===== src/rtl/fpu_pkg.sv =====
// Shared FPU types: add-class opcodes, issue-stage states and sign-bit helpers.
package fpu_pkg;

  typedef enum logic [1:0] {
    FADD = 2'd0,
    FSUB = 2'd1,
    FNEG = 2'd2,
    FABS = 2'd3
  } fpu_op_e;

  typedef enum logic [1:0] {
    IDLE = 2'd0,
    EXEC = 2'd1,
    RESP = 2'd2
  } fadd_issue_state_e;

  localparam int SIGN_BIT = 31;

  function automatic logic [31:0] flip_sign(input logic [31:0] x);
    return {~x[SIGN_BIT], x[SIGN_BIT-1:0]};
  endfunction

  function automatic logic [31:0] clear_sign(input logic [31:0] x);
    return {1'b0, x[SIGN_BIT-1:0]};
  endfunction

endpackage


===== src/rtl/fadd_issue.sv =====
// Issue/collect stage in front of the single-precision adder: registers operands,
// waits for the adder (with a watchdog), bypasses sign-only ops, holds the tagged result.
module fadd_issue
  import fpu_pkg::*;
#(
  parameter int TAG_W   = 5,
  parameter int TIMEOUT = 16
) (
  input  logic             clk,
  input  logic             rst,
  input  logic             req_valid,
  output logic             req_ready,
  input  logic [1:0]       req_op,
  input  logic [31:0]      req_a,
  input  logic [31:0]      req_b,
  input  logic [TAG_W-1:0] req_tag,
  output logic [31:0]      fadd_x1,
  output logic [31:0]      fadd_x2,
  output logic             fadd_ready,
  input  logic             fadd_valid,
  input  logic [31:0]      fadd_y,
  output logic             resp_valid,
  input  logic             resp_ready,
  output logic [31:0]      resp_y,
  output logic [TAG_W-1:0] resp_tag,
  output logic             resp_err,
  output logic [31:0]      op_count
);

  localparam int WD_W = $clog2(TIMEOUT + 1);
  localparam logic [WD_W-1:0] WD_LAST = WD_W'(TIMEOUT - 1);

  fadd_issue_state_e state_r;
  logic [WD_W-1:0]   wdog_r;

  // Handshake flags are kept as flops that always mirror state_r, so every output is registered.
  always_ff @(posedge clk) begin
    if (rst) begin
      state_r    <= IDLE;
      wdog_r     <= '0;
      req_ready  <= 1'b1;
      fadd_x1    <= 32'd0;
      fadd_x2    <= 32'd0;
      fadd_ready <= 1'b0;
      resp_valid <= 1'b0;
      resp_y     <= 32'd0;
      resp_tag   <= '0;
      resp_err   <= 1'b0;
      op_count   <= 32'd0;
    end else begin
      case (state_r)
        IDLE: begin
          if (req_valid) begin
            resp_tag  <= req_tag;
            req_ready <= 1'b0;
            case (fpu_op_e'(req_op))
              FADD, FSUB: begin
                fadd_x1    <= req_a;
                fadd_x2    <= (fpu_op_e'(req_op) == FSUB) ? flip_sign(req_b) : req_b;
                fadd_ready <= 1'b1;
                wdog_r     <= '0;
                state_r    <= EXEC;
              end
              FNEG, FABS: begin
                resp_y     <= (fpu_op_e'(req_op) == FNEG) ? flip_sign(req_a) : clear_sign(req_a);
                resp_err   <= 1'b0;
                resp_valid <= 1'b1;
                state_r    <= RESP;
              end
              default: begin
                state_r <= IDLE;
              end
            endcase
          end else begin
            state_r <= IDLE;
          end
        end
        EXEC: begin
          // A result arriving on the expiry edge takes priority over the timeout.
          if (fadd_valid) begin
            resp_y     <= fadd_y;
            resp_err   <= 1'b0;
            resp_valid <= 1'b1;
            fadd_ready <= 1'b0;
            state_r    <= RESP;
          end else if (wdog_r == WD_LAST) begin
            resp_y     <= 32'd0;
            resp_err   <= 1'b1;
            resp_valid <= 1'b1;
            fadd_ready <= 1'b0;
            state_r    <= RESP;
          end else begin
            wdog_r <= wdog_r + WD_W'(1);
          end
        end
        RESP: begin
          if (resp_ready) begin
            resp_valid <= 1'b0;
            op_count   <= op_count + 32'd1;
            req_ready  <= 1'b1;
            state_r    <= IDLE;
          end else begin
            state_r <= RESP;
          end
        end
        default: begin
          state_r    <= IDLE;
          req_ready  <= 1'b1;
          fadd_ready <= 1'b0;
          resp_valid <= 1'b0;
        end
      endcase
    end
  end

endmodule

===== config.mk =====
export PLATFORM = sky130hd
export DESIGN_NAME = fadd_issue
export DESIGN_NICKNAME = d
export VERILOG_FILES = /design/src/rtl/fpu_pkg.sv /design/src/rtl/fadd_issue.sv
export SDC_FILE = /design/constraint.sdc
export NUM_CORES = 1
export LEC_CHECK = 0
export BUFFER_PORTS_ARGS = -buffer_cell sky130_fd_sc_hd__buf_2
export CAP_MARGIN = 0
export CORE_MARGIN = 4
export CORE_UTILIZATION = 48
export CTS_CLUSTER_SIZE = 16
export DETAILED_ROUTE_END_ITERATION = 10
export GPL_TIMING_DRIVEN = 0
export PLACE_DENSITY_LB_ADDON = 0.3
export REMOVE_ABC_BUFFERS = 1
export SETUP_SLACK_MARGIN = 0.02
export SKIP_LAST_GASP = 1
export SYNTH_ARGS = -nofsm -noshare
export SYNTH_HDL_FRONTEND = slang
export SYNTH_SLANG_ARGS = --single-unit
export TNS_END_PERCENT = 30

===== constraint.sdc =====
create_clock -name clk -period 2.2 [get_ports clk]
set_input_delay 0.44 -clock clk [delete_from_list [all_inputs] [get_ports clk]]
set_output_delay 0.44 -clock clk [all_outputs]
set_load 0.01 [all_outputs]

==> flow_summary.json <==
{
  "synth_cell_type_count": 40,
  "ys_seq_area_share_pct": 49.79,
  "die-area_mm2": 0.01388,
  "area_growth_pct": 36.63,
  "drive_gt1_share_pct": 31.93,
  "synthesis.area_mm2": 0.005789,
  "synth_ff_type": "dfxtp_1",
  "fin_nets": 1050,
  "synthArstFlopShare_pct": 0,
  "rows": 39,
  "syn_inst": 716,
  "final_common_cell": "buf_2",
  "grtUsageTotal_pct": 24.25,
  "tritoncts": "yes",
  "outcome": "finished, violations left",
  "worst_path_most_repeated_cell": "ha_1",
  "avgViaCountPerCell": 5.415,
  "finalHoldViolCount": 0,
  "antenna_cells": 0,
  "drcViolationCount": 0,
  "core_region_area_mm2": 0.01161,
  "drv_cap": 0,
  "worst_pin_slew_ps": 920.0,
  "rsz0062_at_grt": "true",
  "final_cell_mix": "buf_2, nand2_1, dfxtp_1",
  "fin_hold_ws_ps": 255.1,
  "slew_headroom_pct": 38.39,
  "synth_seq_cells": 144,
  "max_freq_mhz": 442.9,
  "power-per-cell-area_mw_per_mm2": 860.4,
  "setup_tns_ps": -713.1,
  "dp.cells": 1053,
  "dr.pass1.iters": 4,
  "report.final.slew_viol_count": 0,
  "crit_type": "flip-flop to flip-flop",
  "ios": 245,
  "path_max_fanout": 33,
  "wirelength_um": 17860,
  "fin_total_pwr_mw": 6.806,
  "dieHeight_um": 117.8,
  "worstPathArrival_ps": 2580,
  "min_path_type": "input port to flip-flop",
  "start_kind": "flip-flop",
  "ys_warn_count": 0,
  "final_antenna_net_count": 0,
  "setup_ws_ps": -57.60,
  "violations": "setup timing",
  "grt_pass1_wl_um": 27670,
  "first_global_vias": 5448,
  "initial_core_util_pct": 49.85,
  "cp_num_buf_inv": 2,
  "grt_max_degree": 74,
  "gp_congestion": 0.7883,
  "portBuffers": 244,
  "routedWlPerCell_um": 16.31,
  "crit_chain": "ha_1 > and3_1 > ha_1 > o21ai_0 > a21oi_4 > buf_12 > buf_16 > a311oi_1",
  "pre_cts_slack_ps": -394.0,
  "cts.reportedPaths.clkPinSlew_ps": 60,
  "clk_latency_ps": 420,
  "htree_levels": 4,
  "fin_worst_skew_ps": 6.086,
  "crit_family": "compound AO/OA/AOI/OAI gates",
  "power.static_leakage_nw": 3.469,
  "syn_area_per_cell_um2": 8.086,
  "gr-total-overflow": 0,
  "vias": 5929,
  "drtIter0Drc": 391,
  "clock_sinks": 144,
  "critPathCaptureType": "flip-flop",
  "clockBufferDepth": 2,
  "critPathSlowestCell": "o21ai_0",
  "antenna_found_initial": 1,
  "cts_root_buf": "clkbuf_16",
  "cts_made_buffers": 17,
  "die_x_um": 117.8,
  "max_stage_delay_ps": 470,
  "fin_crit_sh_pct": 102.6,
  "cp.required_ps": 2520,
  "hpwl_um": 11620,
  "ir_drop_v": 0.0005789,
  "synth-edff-count": 0,
  "fill_cells": 987,
  "min_period_ps": 2258,
  "instances_no_fill": 1095,
  "setup_viol": 32
}
-- where the power goes --
part	switching [mW]	leakage, nW	internal (mW)
clock network	1.08	0.322	2.13
logic	0.455	1.97	0.332
registers	0.0747	1.18	2.74
-- registers in the layout, summed over array words and instances (netlist names) --
signal and flops:
resp_y 32, wdog_r 5, op_count 32, fadd_x1 32, req_ready 1, resp_err 1, resp_tag 5, state_r 2
fadd_x2 32, fadd_ready 1, resp_valid 1
-- synth_stat cells, types with 9 or more instances --
cell	n	area, µm²
clkbuf_1	49	183.9
o21ai_0	15	75.07
dfxtp_1	144	2883
o31ai_1	10	75.07
nand2_1	168	630.6
nand3_1	42	210.2
or3_1	15	93.84
nor2_1	59	221.5
xnor2_1	9	78.83
or4_1	11	82.58
a311oi_1	31	271.5
a21oi_1	93	465.5
-- per-layer routing --
metal	up-vias	GRT usage, %	routed length (µm)
li1	2942	-	-
met2	198	40.35	8940
met5	-	0	12
met1	2754	29.32	7241
met4	2	10.55	469
met3	33	6.776	1200
-- logic make-up (layout without fill, tap and decap cells) --
family                     count (synthesis)  count (layout)  synth area share (%)
xor gates and xnor gates                  12              12                 1.816
AOI/OAI and AO/OA                        155             155                 16.10
buffers and inverters                     66             300                 4.539
DFF                                      144             144                 49.79
muxes                                      8               8                 1.383
adders and majority gates                  3               3                0.6484
and+or+nand+nor                          328             330                 25.72
-- worst min-delay path, delay by kind of cell --
kind	cells	cell delay (ps)
buffers and inverters	1	100
AND/OR/NAND/NOR	1	40
AO/OA/AOI/OAI	1	50
-- repair_timing --
action / in CTS / in global routing
hold buffers: 0 / 0
buffers inserted: 1 / 6
pin swaps: 1 / 4
resized for setup: 0 / 5
endpoints found under the setup margin: 103 / 113
cloned: 0 / 3
-- per-stage QoR --
step,cell area [µm²],util [%]
5_1_grt,7910,68.11
3_3_place_gp,6957,59.90
6_report,7910,68.11
3_5_place_dp,7137,61.45
2_1_floorplan,5557,-
4_1_cts,7809,67.24
-- layout make-up --
cell class	instances	area (µm²)	area share [%]
clock buffer	22	484.2	6.121
timing repair buffer	260	1449	18.32
inverter	8	30.03	0.3796
clock inverter	10	180.2	2.278
multi-input combinational	508	2700	34.13
sequential	144	2888	36.51
tap	143	178.9	2.262
-- final timing paths --
kind | startpoint | endpoint | slack [ps] | cells past startpoint
max | wdog_r[0] | resp_y[30] | -60 | 8
max reg2reg | wdog_r[0] | resp_y[30] | -60 | 8
min reg2reg | fadd_x1[18] | fadd_x1[18] | 450 | 2
min | req_b[30] | fadd_x2[30] | 260 | 3
(Power assumes the default switching activity.)
